### config.mk
export PLATFORM = sky130hd
export DESIGN_NAME = axi_r_burst_buffer
export DESIGN_NICKNAME = d
export VERILOG_FILES = /design/src/rtl/axi_buf_pkg.sv /design/src/rtl/fifo_core.sv /design/src/rtl/axi_r_burst_buffer.sv
export SDC_FILE = /design/constraint.sdc
export NUM_CORES = 1
export LEC_CHECK = 0
export ABC_AREA = 1
export CORE_MARGIN = 2
export CORE_UTILIZATION = 48
export CTS_BUF_LIST = sky130_fd_sc_hd__clkbuf_4
export DETAILED_ROUTE_END_ITERATION = 8
export GPL_TIMING_DRIVEN = 1
export PLACE_DENSITY = 0.66
export SLEW_MARGIN = 10
export SYNTH_ARGS = -nofsm -noshare
export SYNTH_HDL_FRONTEND = slang
export SYNTH_SLANG_ARGS = --single-unit
### constraint.sdc
create_clock -name clk_i -period 8.2 [get_ports clk_i]
set_input_delay 1.64 -clock clk_i [delete_from_list [all_inputs] [get_ports clk_i]]
set_output_delay 1.64 -clock clk_i [all_outputs]
set_load 0.05 [all_outputs]
### src/rtl/axi_buf_pkg.sv
// Shared definitions for the AXI R-channel burst buffer.
//   - AXI response codes
//   - r_beat_w(): packed width of one stored R beat {id, user, data, resp, last}
package axi_buf_pkg;

  localparam logic [1:0] RespOkay   = 2'b00;
  localparam logic [1:0] RespExokay = 2'b01;
  localparam logic [1:0] RespSlverr = 2'b10;
  localparam logic [1:0] RespDecerr = 2'b11;

  // id + user + data + resp(2) + last(1)
  function automatic int unsigned r_beat_w(input int unsigned id_w,
                                           input int unsigned user_w,
                                           input int unsigned data_w);
    return id_w + user_w + data_w + 3;
  endfunction

endpackage

### src/rtl/fifo_core.sv
// Plain synchronous FIFO storage used by the R burst buffer.
// Ports:
//   clk_i, rst_ni  clock, asynchronous active-low reset
//   push_i/pop_i   write/read strobes (caller guarantees not full/not empty)
//   wdata_i        entry written on push
//   rdata_o        head entry (combinational from the read pointer)
//   fill_o         number of entries held
module fifo_core #(
  parameter int unsigned DEPTH  = 8,
  parameter int unsigned DATA_W = 8
) (
  input  logic                     clk_i,
  input  logic                     rst_ni,
  input  logic                     push_i,
  input  logic                     pop_i,
  input  logic [DATA_W-1:0]        wdata_i,
  output logic [DATA_W-1:0]        rdata_o,
  output logic [$clog2(DEPTH):0]   fill_o
);

  localparam int unsigned PtrW = $clog2(DEPTH);

  logic [DATA_W-1:0] mem_q [DEPTH];
  logic [PtrW-1:0]   wr_ptr_q, rd_ptr_q;
  logic [PtrW:0]     fill_q;

  // Storage carries no reset; contents are don't-care until written.
  always_ff @(posedge clk_i) begin
    if (push_i) mem_q[wr_ptr_q] <= wdata_i;
  end

  // Pointers wrap naturally because DEPTH is a power of two.
  always_ff @(posedge clk_i or negedge rst_ni) begin
    if (!rst_ni) begin
      wr_ptr_q <= '0;
      rd_ptr_q <= '0;
      fill_q   <= '0;
    end else begin
      if (push_i) wr_ptr_q <= wr_ptr_q + 1'b1;
      if (pop_i)  rd_ptr_q <= rd_ptr_q + 1'b1;
      if (push_i && !pop_i)      fill_q <= fill_q + 1'b1;
      else if (!push_i && pop_i) fill_q <= fill_q - 1'b1;
    end
  end

  assign rdata_o = mem_q[rd_ptr_q];
  assign fill_o  = fill_q;

endmodule

### src/rtl/axi_r_burst_buffer.sv
// AXI R-channel buffer with burst awareness.
// Stores R beats in a BUFFER_DEPTH-entry FIFO. With STORE_FWD=1 beats are only
// released once a complete burst (a beat with last) is held, or the buffer is
// full (prevents deadlock on bursts longer than the buffer).
// Ports:
//   clk_i, rst_ni                 clock, asynchronous active-low reset
//   test_en_i                     reserved, no functional effect
//   slave_*                       upstream R beat and handshake
//   master_*                      downstream R beat and handshake
//   fill_o, bursts_o              entries held, complete bursts held
//   resp_err_o, err_clr_i         sticky SLVERR/DECERR flag and its clear
module axi_r_burst_buffer
  import axi_buf_pkg::*;
#(
  parameter int unsigned ID_WIDTH     = 4,
  parameter int unsigned DATA_WIDTH   = 64,
  parameter int unsigned USER_WIDTH   = 6,
  parameter int unsigned BUFFER_DEPTH = 8,
  parameter int unsigned STORE_FWD    = 0,
  parameter int unsigned CNT_W        = $clog2(BUFFER_DEPTH) + 1
) (
  input  logic                  clk_i,
  input  logic                  rst_ni,
  input  logic                  test_en_i,
  input  logic                  slave_valid_i,
  output logic                  slave_ready_o,
  input  logic [DATA_WIDTH-1:0] slave_data_i,
  input  logic [1:0]            slave_resp_i,
  input  logic [USER_WIDTH-1:0] slave_user_i,
  input  logic [ID_WIDTH-1:0]   slave_id_i,
  input  logic                  slave_last_i,
  output logic                  master_valid_o,
  input  logic                  master_ready_i,
  output logic [DATA_WIDTH-1:0] master_data_o,
  output logic [1:0]            master_resp_o,
  output logic [USER_WIDTH-1:0] master_user_o,
  output logic [ID_WIDTH-1:0]   master_id_o,
  output logic                  master_last_o,
  output logic [CNT_W-1:0]      fill_o,
  output logic [CNT_W-1:0]      bursts_o,
  output logic                  resp_err_o,
  input  logic                  err_clr_i
);

  localparam int unsigned BeatW = r_beat_w(ID_WIDTH, USER_WIDTH, DATA_WIDTH);

  logic             unused_test_en;
  logic [BeatW-1:0] wbeat, rbeat;
  logic [CNT_W-1:0] fill, bursts_q;
  logic             push, pop, full, empty, err_q;

  assign unused_test_en = test_en_i;

  assign wbeat = {slave_id_i, slave_user_i, slave_data_i, slave_resp_i, slave_last_i};

  fifo_core #(
    .DEPTH  (BUFFER_DEPTH),
    .DATA_W (BeatW)
  ) u_fifo (
    .clk_i   (clk_i),
    .rst_ni  (rst_ni),
    .push_i  (push),
    .pop_i   (pop),
    .wdata_i (wbeat),
    .rdata_o (rbeat),
    .fill_o  (fill)
  );

  assign {master_id_o, master_user_o, master_data_o, master_resp_o, master_last_o} = rbeat;

  assign full  = (fill == CNT_W'(BUFFER_DEPTH));
  assign empty = (fill == '0);

  // Ready depends only on registered fill: a full buffer never accepts in the
  // cycle it pops.
  assign slave_ready_o = !full;
  assign push          = slave_valid_i & slave_ready_o;
  assign pop           = master_valid_o & master_ready_i;

  always_comb begin
    master_valid_o = !empty;
    if (STORE_FWD != 0) master_valid_o = !empty && ((bursts_q != '0) || full);
  end

  always_ff @(posedge clk_i or negedge rst_ni) begin
    if (!rst_ni) begin
      bursts_q <= '0;
      err_q    <= 1'b0;
    end else begin
      unique case ({push && slave_last_i, pop && master_last_o})
        2'b10:   bursts_q <= bursts_q + 1'b1;
        2'b01:   bursts_q <= bursts_q - 1'b1;
        default: bursts_q <= bursts_q;
      endcase
      // Set wins over clear.
      if (push && slave_resp_i[1]) err_q <= 1'b1;
      else if (err_clr_i)          err_q <= 1'b0;
    end
  end

  assign fill_o     = fill;
  assign bursts_o   = bursts_q;
  assign resp_err_o = err_q;

endmodule
== Yosys cells after proc, flatten, opt, wreduce, memory -nomap -nowiden ==
Memory sizes are Yosys's and may differ from the RTL's.
Cells that the tools add are included.

* ROM bits: 0
* Latch bits: 0
* Memories kept: 1
* Memory bits (writable): 616
* Input bits: 83
* Bits in registers: 15

* Magnitude comparators: 0
* Reductions and logical operators: 13
* Shift operators: 0
* Multiplexer cells: 7
* $add $sub $neg: 6
* Equality and inequality tests: 3
* Div/mod/pow operators: 0
* Bitwise logic cells: 2
* Multipliers: 0

{| class="wikitable"
|+ Memories
! memory !! depth !! bits a word !! read ports !! clocked after Yosys merged registers in !! write ports !! RTL line !! text
|-
| u_fifo.mem_q || 8 || 77 || 1 || 0 || 1 || fifo_core.sv:23 || <nowiki>logic [DATA_W-1:0] mem_q [DEPTH];</nowiki>
|}

{| class="wikitable"
|+ Operators with widths
! operator !! count
|-
| 4-bit by 1-bit adder with 4-bit output, second input constant || 2
|-
| 4-bit 2-to-1 mux || 2
|-
| 4-bit one-hot mux with 2 select lines || 1
|-
| 4-bit by 1-bit subtractor with 4-bit output, second input constant || 2
|-
| 3-bit by 1-bit adder with 3-bit output, second input constant || 2
|-
| 2-bit nonzero test || 3
|-
| 1-bit logical AND || 5
|-
| 4-bit == test, second input constant || 1
|-
| 1-bit zero test || 4
|-
| 4-bit zero test || 1
|-
| 1-bit 2-to-1 mux || 4
|-
| 1-bit bitwise AND || 2
|-
| 2-bit by 1-bit == test with 1-bit output, second input constant || 1
|-
| 2-bit == test, second input constant || 1
|}

== Longest topological paths before layout ==
Gate-level depths: netlist of run 1.

* Depth in word-level cells: 7
* Mapped depth: 16

== Modules after synthesis ==
From an unflattened synthesis of run 1, not the netlist that was laid out.

* Cell total of the unflattened synthesis: 2,778
* Area, all modules: 27,427.6 µm²

{| class="wikitable"
|+ By module, submodules not included
! module !! area each (µm²) !! cells each !! times used !! seq. area each (µm²)
|-
| fifo_core || 27,062.2 || 2,732 || 1 || 18,748.0
|-
| axi_r_burst_buffer || 365.4 || 46 || 1 || 125.1
|}

== Worst setup path before layout of run 1 ==
OpenSTA, ideal clock, no wires.

* Kind: in2reg
* From: input port slave_valid_i
* To: memory u_fifo.mem_q[0][0] (netlist name) (enable)
* Buffers on the path: 0
* Required time: 7.687 ns
* Stages on the path: 3
* Setup slack: 2.401 ns
* Arrival time: 5.287 ns
* Setup time: 0.513 ns
* Cells stage by stage: nand2_1 > or2_2 > nor2_1

* Cells in the longest elaborated chain, start to end: 3

{| class="wikitable"
|+ Ends and longest elaborated chain
! element !! RTL line !! text
|-
| start: declaration || axi_r_burst_buffer.sv:25 || <nowiki>input logic slave_valid_i,</nowiki>
|-
| 1-bit bitwise AND || axi_r_burst_buffer.sv:77 || <nowiki>assign push = slave_valid_i & slave_ready_o;</nowiki>
|-
| 1-bit 2-to-1 mux || fifo_core.sv:29 || <nowiki>if (push_i) mem_q[wr_ptr_q] <= wdata_i;</nowiki>
|-
| 1-bit 2-to-1 mux (not written as such) || fifo_core.sv:29 ||
|-
| end: declaration || fifo_core.sv:23 ||
|}

No other way between the ends.

== Final worst setup path of run 1 ==
* From: register u_fifo.rd_ptr_q[0]
* To: output port master_data_o[34]

* Cells in the longest elaborated chain, start to end: 1

{| class="wikitable"
|+ Ends and longest elaborated chain
! element !! RTL line !! text
|-
| start: declaration || fifo_core.sv:24 || <nowiki>logic [PtrW-1:0] wr_ptr_q, rd_ptr_q;</nowiki>
|-
| start signal: assignment || fifo_core.sv:40 || <nowiki>if (pop_i) rd_ptr_q <= rd_ptr_q + 1'b1;</nowiki>
|-
| memory read 8 x 77 bit || n/a ||
|-
| end: declaration || axi_r_burst_buffer.sv:34 || <nowiki>output logic [DATA_WIDTH-1:0] master_data_o,</nowiki>
|}

No other way between the ends.

==> metrics.md, run 1 <==
| Metric | Value |
|---|---|
| Outcome | finished clean |
| Die X | roughly 230 µm |
| Final Hold Viols | 0 |
| CTS Hold Bufs | 0 |
| IO Port Bufs | 169 |
| Synth top area share | 73.07% |
| PostCTS Resize Cnt | 0 |
| CP required | about 6.6 ns |
| Top post-synthesis cells by count | nor2_1, edfxtp_1, nand2_1 |
| Die H | 233.7 µm |
| Finished Cell Area | approximately 30000 µm² |
| EDFF count, synth | ~620 |
| Largest net degree at the start of global routing | 180 |
| Crit-path max FO | about 180 |
| Final wirelength | 57.88 mm |
| Initial drt markers | between 1000 and 1500 |
| Syn. warnings | 0 |
| Hold slack | 0.5154 ns |
| Setup Buffers After CTS | 0 |
| Minimum clock period | 6.330 ns |
| Area growth, synth to finish | 17.23% |
| Fillers | 4293 |
| #FFs+latches synth | 631 |
| Comb pwr share | between 40% and 50% |
| Post-DRT Antenna Nets | 0 |
| Slew HR | 29.49% |
| Max frequency | about 0.16 GHz |
| Area after DPL | 27570 µm² |
| Synth Flop Type | edfxtp_1 |
| # placed instances | 2931 |
| Type of origin of the critical path | register |
| First-pass GRT wire length | 88.75 mm |
| Num rows | 84 |
| Crit path DAT | 4.69 ns |
| Net Sw Frac | 42.32% |
| Count leader, synth | nor2_1 |
| Vias in the first global route | 16170 |
| Starting Density | 48.37% |
| Clk slew on worst S/H paths | 0.06 ns |
| CP Class | register to primary output |
| Post-Synthesis Cell Area | ~25000 µm² |
| Asr flop ratio synth | under 10% |
| CTS Buf Count | 162 |
| Sequential power share | roughly a third |
| Skew-Pair Late Insertion Delay | 0.99 ns |
| Drt pass-1 iters | 6 |
| Skew final | 0.05749 ns |
| Gr usage total | 21.69% |
| Max clock buf depth | 3 |
| Die area | 54600 µm² |
| Cell taking the most area after synthesis | edfxtp_1 |
| Vias per Instance | 5.060 |
| Int Pwr | 7.073 mW |
| H-tree levels | 4 |
| R2R cell count | 12 |
| Pre-CTS setup slack | 2.836 ns |
| Crit end category | primary output |
| Finished Layout Cells | 3218 |
| Syn nets | 2260 |
| Via Count | approximately 16000 |
| Final period util | between 70% and 80% |
| Post-DP HPWL | 28.27 mm |
| Leak pwr | 10.92 nW |
| GPL Wtd Cong | between 0.7 and 0.8 |
| Total power | 12.26 mW |
| Core Util, Final | 56.71% |
| Max Slew Vio Count | 0 |
| NetSw | 5.190 mW |
| Core Region | 52340 µm² |
| RSZ-0062 raised after global routing | false |
| Top Ports | 171 |
| Worst vdd ir | 268.7 µV |
| Fin worst setup slack | 1.870 ns |
| Wirelength per Cell | between 15 and 20 µm |
| Distinct cells, synth | 21 |
| Mapped Avg Cell Area | 11.68 µm² |
| Clock root buffer | clkbuf_4 |
| Layout cells sized above 1 | approximately an eighth |
| Sequential area share after synthesis | 74.55% |
| Final Setup Violations | 0 |
| Worst Hold Class | register to register |
| Power Density | 413.2 nW/µm² |
| DRC | 0 |
| Max-cap viol count | 0 |
| Hold Crit Depth | 2 |
| CTS tree | built |
| Initial antenna violation count | 9 |
| Nets | 2500 |
| Clock sink count | 631 |
| Total grt overflow | 0 |
| Ranking of synthesized cells by area | edfxtp_1, nor2_1, nand2_1 |
| Slew @ Worst Pin | 1.058 ns |
| Syn Inst Count | between 2000 and 2500 |
| Post-Route Setup TNS | 0 ns |
| Clock power share | 22.0% |
final timing paths:
kind / start / endpoint / slack [ns]
max in group asynchronous: rst_ni / u_fifo.rd_ptr_q[0] / 6.56
setup / recovery: u_fifo.rd_ptr_q[0] / master_data_o[34] / 1.87
hold reg to reg: bursts_o[2] / bursts_o[2] / 0.52
setup reg to reg: u_fifo.rd_ptr_q[2] / bursts_o[3] / 4.31
min in group asynchronous: rst_ni / bursts_o[3] / 1.08
hold / removal: bursts_o[2] / bursts_o[2] / 0.52
placed cells by master, fill, tap and decap left out, types with 2 or more instances in the layout:
cell type and instances:
edfxtp_1 616, nor2_1 613, nand2_1 424, clkbuf_4 241
o21ai_1 175, clkdlybuf4s50_1 169, o21ai_0 135, buf_4 26
clkinv_1 24, inv_1 23, nand3_1 16, dfrtp_1 12
diode_2 10, nor2_4 8, ha_1 8, bufinv_16 5
inv_2 4, or2_2 3, xnor2_1 3, xor2_1 3
clkinv_2 2, fa_1 2, dfrtp_4 2
layout make-up:
type / instances / area, µm² / area share, %
tap: 688 / 860.8 / 2.900
clock buffer: 241 / 1809 / 6.096
multi-input combinational: 1391 / 5831 / 19.65
inverter: 26 / 108.9 / 0.3668
sequential: 631 / 18880 / 63.62
antenna: 10 / 25.02 / 0.08431
clock inverter: 36 / 276.5 / 0.9317
timing repair buffer: 195 / 1887 / 6.357
sequential cells by signal (all words and copies together), names as in the netlist:
signal,flops
u_fifo.rd_ptr_q,3
bursts_o,4
u_fifo.wr_ptr_q,3
u_fifo.mem_q,616
u_fifo.fill_o,4
resp_err_o,1
power groups by stage:
stage | logic [mW] | clock network [mW] | registers, mW
5_1_grt | 5.78 | 2.95 | 4.33
6_report | 5.28 | 2.69 | 4.29
4_1_cts | 5.34 | 2.77 | 4.29
3_5_place_dp | 5.32 | 0 | 4.36
3_3_place_gp | 5.26 | 0 | 4.34
2_1_floorplan | 3.71 | 0 | 4.33
per-layer routing:
metal  GRT usage, %  vias to the layer above  wire length (µm)
met1          27.53                     7729             24440
met3          6.348                       86              3970
met5              0                        -                74
met2          35.55                      459             28460
li1               -                     7999                 -
met4          7.714                       10               933
worst max-delay path, cell delays in order (launching register included):
cell and delay (ns):
dfrtp_4 0.78, inv_8 0.81, buf_4 0.72, o21ai_0 0.22, nand2_1 0.11, nand2_1 0.05, nand2_1 0.14, clkdlybuf4s50_1 0.82
cells by family after synthesis:
group / share of synthesized area [%]
DFF: 74.55
AOI/OAI and AO/OA: 6.148
buffers and inverters: 2.659
adders and majority gates: 0.5535
and+or+nand+nor: 15.88
xor gates and xnor gates: 0.2076
Note: power is estimated with default switching activity, not from simulation.
==> inputs of run 2 (changes only) <==
Clock period 8.2 ns to 6.09 ns, I/O delays scaled along.
==> run 2 against run 1 <==
Effect of this change:
- combinational power up 39%
- hold slack improved by 0.020 ns
- sequential share of layout area is 0.30 points lower
- cell area rose by 0.47%
- die area unchanged
- critical path depth is 1 lower
- sequential power is 32% higher
- global-route usage about the same
- wire length up 0.54%
- power rose by 36%
- critical endpoint is now master_resp_o[1]
- largest cell class unchanged
==> metrics.md, run 2 (same netlist as run 1, synthesis figures left out) <==
| Metric | Value |
|---|---|
| Final wirelength | 58.19 mm (+0.54%) |
| Crit path largest cell delay | 0.87 ns (+0.05 ns) |
| Drt pass-1 iters | 5 (-1) |
| GPL Wtd Cong | 0.7344 (-1.9%) |
| Most frequent cells in the layout | edfxtp_1, nor2_1, nand2_1 |
| Finished Cell Area | 29820 µm² (+0.47%) |
| CTS Hold Bufs | 0 (unchanged) |
| Met2 GRT Util | 36.44% (+0.89 points) |
| Vias in the first global route | 16450 (+1.7%) |
| Max clock buf depth | 3 (unchanged) |
| Crit path DAT | 4.40 ns (-0.29 ns) |
| Critical Path Slowest Stage Cell | clkinv_2 |
| Type of origin of the critical path | register |
| Core Util, Final | 56.97% (+0.27 points) |
| RSZ-0062 raised after global routing | false |
| Vias per Instance | 5.119 (+1.2%) |
| Via Count | 16440 (+0.98%) |
| Initial antenna violation count | 7 (-2) |
| Nets | 2500 (unchanged) |
| Setup Buffers After CTS | 0 (unchanged) |
| Crit path cell chain | clkinv_2 > buf_4 > buf_4 > nand2_1 > nand2_1 > clkdlybuf4s50_1 |
| CP required | 4.87 ns (-1.69 ns) |
| Gr busiest metal | met2 |
| Skew final | 0.03948 ns (-0.01801 ns) |
| Power Density | 557.8 nW/µm² (+35%) |
| Core Region | 52340 µm² (unchanged) |
| Largest net degree at the start of global routing | 222 (+23%) |
| Most common cell after layout, fill and taps aside | edfxtp_1 |
| Starting Density | 48.37% (unchanged) |
| Clk slew on worst S/H paths | 0.06 ns (about the same) |
| Max-cap viol count | 0 (unchanged) |
| Minimum clock period | approximately 5.6 ns |
| R2R Setup Slk | 2.61 ns (-1.70 ns) |
| Top Ports | 171 (unchanged) |
| First-pass GRT wire length | 88.95 mm (+0.23%) |
| Die X | 233.7 µm (unchanged) |
| Wirelength per Cell | 18.12 µm (+0.73%) |
| Die area | 54600 µm² (unchanged) |
| Max reg flops | 616 (unchanged) |
| CTS tree | built |
| Clock sink count | 631 (unchanged) |
| Grt met1 use | 26.95% (-0.58 points) |
| Crit-path max FO | 38 (-79%) |
| Worst Hold Class | register to register |
| Area growth, synth to finish | 17.79% |
| CTS Buf Count | 161 (-0.62%) |
| IO Port Bufs | 169 (unchanged) |
| Clock root buffer | clkbuf_4 |
| Hold slack | 0.5356 ns (+0.02025 ns) |
| Worst vdd ir | 646.1 µV (+140%) |
| GR Util met3 | 6.421% (+0.073 points) |
| # placed instances | 2932 (+0.034%) |
| Post-DRT Antenna Nets | 0 (unchanged) |
| Skew-Pair Late Insertion Delay | 0.97 ns (-0.02 ns) |
| Total grt overflow | 0 (unchanged) |
| Final Hold Viols | 0 (unchanged) |
| DRC | 0 (unchanged) |
| Post-DP HPWL | 28.31 mm (+0.14%) |
| Final Setup Violations | 0 (unchanged) |
| Max Slew Vio Count | 0 (unchanged) |
| Worst path bufs/invs | 4 (+1) |
| CP Class | register to primary output |
| Die H | 233.7 µm (unchanged) |
| Outcome | finished clean |
| Delay-heaviest family, CP | buffers and inverters |
| Fillers | 4332 (+0.91%) |
| H-tree levels | 4 (unchanged) |
| Leak pwr | 10.95 nW (+0.32%) |
| PostCTS Resize Cnt | 0 (unchanged) |
| Layout cells sized above 1 | 11.46% (-0.28 points) |
| Num rows | 84 (unchanged) |
| Gr usage total | 21.72% (+0.024 points) |
| Area after DPL | 27710 µm² (+0.53%) |
| Largest Register | u_fifo.mem_q |
| Initial drt markers | 1154 (-8.6%) |
| Post-Route Setup TNS | 0 ns (unchanged) |
| Finished Layout Cells | 3212 (-0.19%) |
| Crit end category | primary output |
| Final period util | between 90 and 100% |
| Slew @ Worst Pin | 1.316 ns (+0.2585 ns) |
| Slew HR | 12.26% (-17 points) |
| Max frequency | 0.1780 GHz |
[run 2: cell count changes in the layout (fill, tap and decap cells not counted), moves of 3 or more]
cell / change
clkbuf_4: -11
diode_2: -7
inv_2: -3
clkinv_1: +8
buf_12: +11
clkinv_2: +5
buf_4: -10
[run 2: final cells by class]
cell class | instances | area [µm²] | share of cell area, %
clock buffers | 230 | 1727 | 5.790
repair buffers | 196 | 2032 | 6.814
diodes | 3 | 7.507 | 0.02518
well taps | 688 | 860.8 | 2.887
inverters | 26 | 108.9 | 0.3650
clock inverters | 47 | 371.6 | 1.246
flip-flops and latches | 631 | 18880 | 63.32
multi-input cells | 1391 | 5831 | 19.55
[run 2: layer usage]
metal,up-vias,wire length [µm]
met5,-,57
met2,458,29090
met4,8,928
li1,7979,-
met1,7912,24290
met3,85,3826
[run 2: where the power goes]
group	leakage, nW	internal [mW]	switching [mW]
clock network	1.24	2.02	1.63
registers	5.77	5.46	0.208
logic	3.94	2.13	5.18
total	11.0	9.62	7.02
[run 2: path summary, 6_finish.rpt]
| check | start | to | cells after the start |
|---|---|---|---|
| min in group asynchronous | rst_ni | u_fifo.rd_ptr_q[0] | 1 |
| worst max register to register | u_fifo.rd_ptr_q[2] | bursts_o[3] | 11 |
| worst min-delay path | bursts_o[2] | bursts_o[2] | 2 |
| worst max-delay path | u_fifo.rd_ptr_q[2] | master_resp_o[1] | 6 |
| max in group asynchronous | rst_ni | u_fifo.rd_ptr_q[1] | 1 |
| worst min register to register | bursts_o[2] | bursts_o[2] | 2 |
[run 2: worst reg2reg max path: stages (launching register included)]
cell	delay, ns
dfrtp_2	0.82
clkinv_2	0.89
nand3_1	0.36
nand2_1	0.11
nor2_1	0.11
ha_1	0.24
ha_1	0.28
or2_2	0.31
nand2_1	0.07
nand3_1	0.06
nand3_1	0.06
nand2_1	0.05
[run 2: through the flow]
| stage | total power, mW | setup slack (ns) |
|---|---|---|
| after floorplan | 10.83 | 0.5991 |
| after global placement | 13.01 | 1.419 |
| after detailed placement | 13.13 | 1.441 |
| after CTS | 16.82 | 0.3702 |
| after global routing | 17.68 | 0.2694 |
| final | 16.63 | 0.4731 |
